===== src/rtl/dut_s2mm_packer.sv =====
`timescale 1ns/1ps
// Packs pairs of samples into 32-bit AXI-Stream beats framed by tlast, buffered in a FWFT FIFO.
// Optional counter test-pattern source is compiled in when PACKER_TESTPAT_EN is defined.
module dut_s2mm_packer #(
  parameter int SAMPLE_W   = 16,
  parameter int PKT_BEATS  = 256,
  parameter int FIFO_DEPTH = 64
) (
  input  logic                  clk,
  input  logic                  rst_n,
  input  logic                  enable,
  input  logic [SAMPLE_W-1:0]   s_data,
  input  logic                  s_valid,
`ifdef PACKER_TESTPAT_EN
  input  logic                  testpat_sel,
`endif
  output logic [2*SAMPLE_W-1:0] m_axis_tdata,
  output logic [3:0]            m_axis_tkeep,
  output logic                  m_axis_tlast,
  output logic                  m_axis_tvalid,
  input  logic                  m_axis_tready,
  output logic [31:0]           drop_cnt,
  output logic [31:0]           pkt_cnt,
  output logic                  overflow,
  output logic                  busy
);

  localparam int DATA_W = 2 * SAMPLE_W;
  localparam int ENT_W  = DATA_W + 5;
  localparam int PTR_W  = $clog2(FIFO_DEPTH);
  localparam int CNT_W  = PTR_W + 1;
  localparam int BEAT_W = 16;

  typedef enum logic [1:0] {IDLE, RUN, FLUSH_A, FLUSH_B} state_t;

  state_t              state_reg;
  logic [SAMPLE_W-1:0] low_reg;
  logic                half_reg;
  logic [BEAT_W-1:0]   beat_cnt_reg;
  logic                stage_valid_reg;
  logic [ENT_W-1:0]    stage_ent_reg;
  logic [PTR_W-1:0]    wr_ptr_reg;
  logic [PTR_W-1:0]    rd_ptr_reg;
  logic [CNT_W-1:0]    count_reg;
  logic                out_valid_reg;
  logic [ENT_W-1:0]    out_ent_reg;
  logic [31:0]         drop_cnt_reg;
  logic [31:0]         pkt_cnt_reg;
  logic                overflow_reg;
  logic [ENT_W-1:0]    mem [FIFO_DEPTH];

  logic [SAMPLE_W-1:0] sample_in;
  logic                accept;
  logic                last_flag;
  logic [ENT_W-1:0]    formed_ent;
  logic                full;
  logic                pop;
  logic                push_req;
  logic [ENT_W-1:0]    push_ent;
  logic                push;
  logic                drop;
  logic                mem_has_data;
  logic                mem_load;

`ifdef PACKER_TESTPAT_EN
  logic [15:0] tp_cnt_reg;
  assign sample_in = testpat_sel ? SAMPLE_W'(tp_cnt_reg) : s_data;
`else
  assign sample_in = s_data;
`endif

  assign accept     = (state_reg == RUN) && enable && s_valid;
  assign last_flag  = (beat_cnt_reg == BEAT_W'(PKT_BEATS - 1));
  assign formed_ent = {last_flag, 4'hF, sample_in, low_reg};
  assign full       = (count_reg == CNT_W'(FIFO_DEPTH));
  assign pop        = out_valid_reg && m_axis_tready;

  // count_reg includes the output register, so the memory holds count minus that entry.
  assign mem_has_data = (count_reg != {{(CNT_W-1){1'b0}}, out_valid_reg});
  assign mem_load     = (!out_valid_reg || pop) && mem_has_data;

  always_comb begin
    push_req = 1'b0;
    push_ent = stage_ent_reg;
    case (state_reg)
      RUN:     push_req = accept && half_reg && stage_valid_reg;
      FLUSH_A: begin
        push_req = stage_valid_reg;
        push_ent = {stage_ent_reg[ENT_W-1] | ~half_reg, stage_ent_reg[ENT_W-2:0]};
      end
      FLUSH_B: begin
        push_req = 1'b1;
        push_ent = {1'b1, 4'h3, {SAMPLE_W{1'b0}}, low_reg};
      end
      default: ;
    endcase
  end

  // Flush pushes stall instead of dropping, so only RUN can lose a beat.
  assign push = push_req && !full;
  assign drop = push_req && full && (state_reg == RUN);

  always_ff @(posedge clk) begin
    if (push) mem[wr_ptr_reg] <= push_ent;
  end

  always_ff @(posedge clk) begin
    if (!rst_n) begin
      state_reg       <= IDLE;
      low_reg         <= '0;
      half_reg        <= 1'b0;
      beat_cnt_reg    <= '0;
      stage_valid_reg <= 1'b0;
      stage_ent_reg   <= '0;
      wr_ptr_reg      <= '0;
      rd_ptr_reg      <= '0;
      count_reg       <= '0;
      out_valid_reg   <= 1'b0;
      out_ent_reg     <= '0;
      drop_cnt_reg    <= '0;
      pkt_cnt_reg     <= '0;
      overflow_reg    <= 1'b0;
`ifdef PACKER_TESTPAT_EN
      tp_cnt_reg      <= '0;
`endif
    end else begin
      case (state_reg)
        IDLE: begin
          if (enable) state_reg <= RUN;
`ifdef PACKER_TESTPAT_EN
          tp_cnt_reg <= '0;
`endif
        end
        RUN: begin
          if (!enable) begin
            state_reg <= FLUSH_A;
          end else if (accept) begin
`ifdef PACKER_TESTPAT_EN
            tp_cnt_reg <= tp_cnt_reg + 16'd1;
`endif
            if (!half_reg) begin
              low_reg  <= sample_in;
              half_reg <= 1'b1;
            end else begin
              stage_ent_reg   <= formed_ent;
              stage_valid_reg <= 1'b1;
              half_reg        <= 1'b0;
              beat_cnt_reg    <= last_flag ? '0 : beat_cnt_reg + BEAT_W'(1);
            end
          end
        end
        FLUSH_A: begin
          if (!stage_valid_reg || !full) begin
            stage_valid_reg <= 1'b0;
            if (half_reg) begin
              state_reg <= FLUSH_B;
            end else begin
              state_reg    <= IDLE;
              beat_cnt_reg <= '0;
            end
          end
        end
        FLUSH_B: begin
          if (!full) begin
            state_reg    <= IDLE;
            half_reg     <= 1'b0;
            beat_cnt_reg <= '0;
          end
        end
        default: state_reg <= IDLE;
      endcase

      if (push) wr_ptr_reg <= wr_ptr_reg + PTR_W'(1);
      count_reg <= count_reg + CNT_W'(push) - CNT_W'(pop);

      if (mem_load) begin
        out_ent_reg   <= mem[rd_ptr_reg];
        out_valid_reg <= 1'b1;
        rd_ptr_reg    <= rd_ptr_reg + PTR_W'(1);
      end else if (pop) begin
        out_valid_reg <= 1'b0;
      end

      if (drop) begin
        overflow_reg <= 1'b1;
        if (drop_cnt_reg != 32'hFFFF_FFFF) drop_cnt_reg <= drop_cnt_reg + 32'd1;
      end
      if (pop && out_ent_reg[ENT_W-1]) pkt_cnt_reg <= pkt_cnt_reg + 32'd1;
    end
  end

  assign m_axis_tdata  = out_ent_reg[DATA_W-1:0];
  assign m_axis_tkeep  = out_ent_reg[DATA_W+3:DATA_W];
  assign m_axis_tlast  = out_ent_reg[ENT_W-1];
  assign m_axis_tvalid = out_valid_reg;
  assign drop_cnt      = drop_cnt_reg;
  assign pkt_cnt       = pkt_cnt_reg;
  assign overflow      = overflow_reg;
  assign busy          = (state_reg != IDLE) || (count_reg != '0);

endmodule


===== config.mk =====
export PLATFORM = sky130hd
export DESIGN_NAME = dut_s2mm_packer
export DESIGN_NICKNAME = d
export VERILOG_FILES = /design/src/rtl/dut_s2mm_packer.sv
export SDC_FILE = /design/constraint.sdc
export NUM_CORES = 2
export LEC_CHECK = 0
export BUFFER_PORTS_ARGS = -buffer_cell sky130_fd_sc_hd__buf_4
export CAP_MARGIN = 20
export CORE_ASPECT_RATIO = 0.9
export CORE_MARGIN = 2
export CORE_UTILIZATION = 30
export DETAILED_ROUTE_END_ITERATION = 7
export PLACE_DENSITY = 0.42
export SLEW_MARGIN = 20
export SYNTH_ARGS = -nofsm -noshare
export SYNTH_HDL_FRONTEND = slang
export SYNTH_SLANG_ARGS = --single-unit

===== constraint.sdc =====
create_clock -name clk -period 4.75 [get_ports clk]
set_clock_uncertainty 0.15 [all_clocks]
set_input_delay 0.2375 -clock clk [delete_from_list [all_inputs] [get_ports clk]]
set_output_delay 0.2375 -clock clk [all_outputs]
set_load 0.1 [all_outputs]

* Yosys cells after proc, flatten, opt, wreduce, memory -nomap -nowiden
Memories as Yosys holds them, arrays and structs flattened. A register that Yosys moved wholly into a read port is not among the register bits. Index checks and enable logic that the tools add are counted. Widths: inputs -> output; s select.
Cells by class: bitwise logic cells 2, reductions and logical operators 31, equal/unequal tests 15, $add $sub $neg 7, muxes and demuxes 30
Operators with widths (number):
- $mux 16 | 7
- $pmux 37 s2 | 1
- $add 32x1->32 const B | 2
- $pmux 16 s3 | 1
- $ne 32x32->1 const B | 1
- $add 16x1->16 const B | 1
- $eq 16x8->1 const B | 1
- $ne 2x2->1 const B | 8
- $reduce_and 4->1 | 4
- $add 6x1->6 const B | 2
- $mux 1 | 12
- $logic_and 1x1->1 | 10
- $mux 2 | 5
- $pmux 2 s4 | 1
- $reduce_bool 2->1 | 4
- $add 7x1->7 | 1
- $eq 7x7->1 const B | 1
- $ne 7x1->1 | 1
- $reduce_and 7->1 | 1
- $reduce_bool 7->1 | 1
- $sub 7x1->7 | 1
- $reduce_and 5->1 | 1
- $eq 2x2->1 const B | 2
- $logic_not 1->1 | 4
- other kinds (9) | 12
Word-level totals: RAM bits 2368, bits in registers 158, memories 1, word-level logic and storage cells 99, output and inout bits 104, bits of input ports 21
Memory list:
- mem | depth 64, bits a word 37, read ports 1, clocked after memory_dff 1, write ports 1, RTL line 50 | logic [ENT_W-1:0] mem [FIFO_DEPTH];

* Logic depth before layout (Yosys ltp)
depth after elaboration 9, gate-level depth with buffers 16, gate-level depth less buffers 16

* Least setup slack after synthesis
Ideal clock, no wire load.
kind register -> register, from register half_reg, to memory mem[31][0] (netlist bit), enable pin, period minus slack after synthesis 3.685 ns, slack 1.065 ns, path buffers 1, arrival time 3.106 ns, setup time 0.429 ns, required time 4.171 ns, stages on the path, launching flop included 7, cells stage by stage dfxtp_1 > clkbuf_1 > a41o_1 > nand2_1 > a211oi_1 > nand3_1 > nor2_1
On the way: longest elaborated chain between the ends 6
RTL lines:
- start, declared | RTL line 38 | logic half_reg;
- start signal, assigned | RTL line 111 | half_reg <= 1'b0;
- start signal, assigned | RTL line 143 | half_reg <= 1'b1;
- start signal, assigned | RTL line 147 | half_reg <= 1'b0;
- $logic_and 1x1->1 (2 in series) | RTL line 86 | RUN: push_req = accept && half_reg && stage_valid_reg;
- $pmux 1 s3 | RTL line 85 | case (state_reg)
- $logic_and 1x1->1 | RTL line 100 | assign push = push_req && !full;
- $mux 1 | RTL line 104 | if (push) mem[wr_ptr_reg] <= push_ent;
- $mux 1 (not written as such) | RTL line 104
- end, declared | RTL line 50
Every way passes these cells.

* Worst setup path after layout
from register state_reg[1], to memory mem[25][4] (netlist bit), enable pin
On the way: longest elaborated chain between the ends 9, elaborated cells on any way between the ends 11
RTL lines:
- start, declared | RTL line 36 | state_t state_reg;
- start signal, assigned | RTL line 109 | state_reg <= IDLE;
- start signal, assigned | RTL line 129 | if (enable) state_reg <= RUN;
- start signal, assigned | RTL line 136 | state_reg <= FLUSH_A;
- $eq 2x1->1 | RTL line 72, 85
- $logic_and 1x1->1 (2 in series) | RTL line 72 | assign accept = (state_reg == RUN) && enable && s_valid;
- $logic_and 1x1->1 (2 in series) | RTL line 86
- $pmux 1 s3 * | RTL line 85
- $logic_and 1x1->1 * | RTL line 100
- $mux 1 * | RTL line 104
- $mux 1 (not written as such) * | RTL line 104
Mark *: on every way between the ends. The rest lies on a longest branch, timed or not.

==> metrics.md <==
| Metric | Value |
|---|---|
| Pin count of the biggest net entering global routing | `80` |
| GRT Util Overall | `17.19%` |
| Final worst slack | `1.023 ns` |
| Hold_buf cts | `27` |
| Setup crit end kind | `flop` |
| Fin cells | `~9,500` |
| Site row count | `around 200` |
| Startpoint types | `flop` |
| Vias in the first global route | `approximately 49,000` |
| Max-Cap Viols | `0` |
| Cells after synthesis | `4,723` |
| Max clock buf depth | `4` |
| CTS Buf Count | `270` |
| DRC Markers | `0` |
| Power per Cell Area | `between 400 and 500 nW/um2` |
| DP Cell Count | `8,973` |
| Clock transition at path regs | `approximately 0.06 ns` |
| Most frequent cells after synthesis | `edfxtp_1 (2,240), mux4_2 (481), mux2i_1 (256)` |
| First-pass GRT wire length | `approximately 390,000 um` |
| Sink Count | `2,430` |
| Initial DRC count | `roughly 4,200` |
| Die Ht | `between 500 and 600 um` |
| Final setup viols | `0` |
| GR Overflow Total | `0` |
| Worst Path Buf+Inv | `3` |
| Max Slew Vio Count | `0` |
| Fin. Hold Viols | `0` |
| CP arrival | `4.02 ns` |
| Worst r2r src | `state_reg[1]` |
| Distinct cells, synth | `between 60 and 70` |
| Top-area cell type share of the netlist area | `~71%` |
| DP Wirelength | `~160,000 um` |
| Htree depth | `5` |
| Max stage delay on crit path | `0.68 ns` |
| Delay-heaviest family, CP | `buffers and inverters` |
| Clock Latency Late Sink | `between 0.8 and 0.9 ns` |
| Die area | `between 300,000 and 400,000 um2` |
| CP Launch Point | `state_reg[1]` |
| Area Growth Syn to Fin | `17.16%` |
| Slew Limit Headroom | `a little over a quarter` |
| Area leader, netlist | `edfxtp_1` |
| GPL Wtd Cong | `~0.73` |
| Dpl ws | `1.079 ns` |
| Setup_tns | `0 ns` |
| Mapped Area | `roughly 94,000 um2` |
| Flops & latches, synth | `~2,400` |
| Synth top area cells | `edfxtp_1 (71%), mux4_2 (12%), dfxtp_1 (4.0%)` |
| Detailed-route via count | `47,560` |
| F_max | `about 0.27 GHz` |
| Critical path, cell by cell | `a41o_1 > nand2_1 > a21oi_1 > inv_1 > nor2_1 > nand2_1 > buf_4 > nor2_4 > buf_4` |
| Hold Path Origin | `s_data[9]` |
| Mean post-synth cell area | `19.94 um2` |
| DR pass1 iterations | `7` |
| Die Width | `594.6 um` |
| Syn Nets | `~4,800` |
| Worst r2r path cells | `9` |
| CP max-delay cell | `dfxtp_1` |
| Final net count | `a little over 5,000` |
| Hold depth | `4` |
| CTS root buffer | `clkbuf_16` |
| Post-synth ARST share | `0%` |
| Cell with the most instances after synthesis | `edfxtp_1` |
| Tcrit/Tclk final | `approximately 80%` |
| Peak supply drop | `between 0.0003 and 0.0004 V` |
| Number of synthesized flops with an enable pin | `about 2,200` |
| CTS tree | `done` |
| Maximum fanout along the worst path | `22` |
| CORE AREA | `roughly 310,000 um2` |
| Crit Path Class | `flop to flop` |
| Post-CTS setup buffers | `0` |
| Top Ports | `125` |
| Main flop type after synthesis | `edfxtp_1` |
| RSZ-0062 raised after global routing | `no` |
| Sequential-to-total area share from yosys stat | `about three quarters` |
| Cell depth of the worst setup path | `9` |
| Initial antenna violation count | `8` |
| Largest register FFs | `around 2,200` |
| HP Class | `primary input to flop` |
| Worst-margin pin slew | `between 1 and 1.5 ns` |
| Initial Utilization | `30.09%` |
| Final ANT Viol Nets | `0` |
| Post-cts gate resize count | `0` |
| Port bufs | `~120` |
| Crit path time final | `about 3.7 ns` |
| Drt total wl | `between 200,000 and 300,000 um` |
| Critical Path RT | `about 5.1 ns` |
| Drt via density | `5.019` |
| Yosys warnings | `0` |
| Share of post-route cells with drive strength above 1 | `between 20 and 30%` |
| Status | `finished clean` |
| Average routed wire per standard cell | `between 20 and 30 um` |
| Lkg Pwr | `approximately 34 nW` |
==> cell usage in the layout (no fill, tap or decap), types with 11 or more instances in the layout <==
master / synthesis / routed
mux2i_1: 256 / 256
and3_1: 22 / 22
xor2_1: 35 / 35
nand3_1: 63 / 62
edfxtp_1: 2240 / 2240
nor2_1: 137 / 69
o221ai_1: 31 / 31
o21ai_0: 38 / 38
a221o_1: 17 / 17
nor2_4: 0 / 65
nand4_1: 29 / 29
inv_1: 15 / 15
clkbuf_1: 99 / 65
nand2b_1: 17 / 16
mux4_2: 481 / 481
nor4_1: 12 / 12
nor3_1: 49 / 48
a21boi_0: 60 / 60
and4_1: 11 / 11
buf_4: 36 / 318
and2_1: 90 / 72
a22oi_1: 40 / 40
o21ai_1: 12 / 11
clkbuf_16: 0 / 281
dfxtp_1: 190 / 185
a211oi_1: 35 / 35
clkinv_1: 0 / 62
o22ai_1: 65 / 65
buf_12: 10 / 57
a21oi_1: 68 / 68
mux2_2: 20 / 18
mux4_1: 13 / 13
nor2b_1: 34 / 31
dlygate4sd3_1: 0 / 27
clkinv_2: 0 / 35
o211ai_1: 14 / 14
and2_2: 0 / 13
nand2_1: 218 / 218
xnor2_1: 49 / 49
ha_1: 14 / 14
==> kinds of logic (layout without fill, tap and decap cells) <==
family | after synthesis | in the layout | synth area share (%)
AOI/OAI and AO/OA | 436 | 436 | 3.248
other | 0 | 3 | 0
DFF | 2430 | 2430 | 75.45
adders and majority gates | 15 | 15 | 0.2072
muxes | 770 | 770 | 14.82
buffers and inverters | 276 | 889 | 1.789
xor gates and xnor gates | 84 | 84 | 0.7811
and+or+nand+nor | 712 | 712 | 3.702
==> per-stage QoR <==
step	total power [mW]	hold slack, ns	area, um2	util [%]
finish	51.00	0.1085	110400	35.25
global route	52.86	0.09539	110300	35.25
global placement	31.84	0.2967	101800	32.53
detailed placement	31.81	0.3066	101800	32.53
floorplan	29.63	0.2324	94190	-
CTS	51.78	0.03774	110300	35.24
==> metal layers <==
metal	share of wire, %	global-route usage (%)
met5	0.0072	0
met4	2.3	4.110
met3	4.2	2.389
met2	46	26.88
met1	48	25.26
==> final timing paths <==
| check | endpoint | slack [ns] |
|---|---|---|
| max | mem[25][4] | 1.02 |
| max reg2reg | mem[25][4] | 1.02 |
| min | low_reg[9] | 0.11 |
| min reg2reg | stage_ent_reg[22] | 0.31 |
==> worst register-to-register path, cell delays in order, from the launching register on <==
cell and delay [ns]:
dfxtp_1 0.68, a41o_1 0.18, nand2_1 0.08, a21oi_1 0.26, inv_1 0.19, nor2_1 0.27
nand2_1 0.52, buf_4 0.37, nor2_4 0.11, buf_4 0.48
==> power breakdown <==
group / internal, mW / switching [mW]
Combinational: 3.16 / 4.54
Sequential: 23.1 / 0.285
Clock: 11.4 / 8.43
==> final cells by class <==
cell class / count / area (um2)
diodes: 3 / 7.507
flip-flops and latches: 2430 / 71090
fillers: 29220 / 202700
well taps: 4137 / 5176
inverters: 15 / 56.30
clock buffers: 355 / 7400
clock inverters: 117 / 803.3
repair buffers: 402 / 3799
multi-input cells: 2017 / 22020
Power figures use the tool's default switching activity.
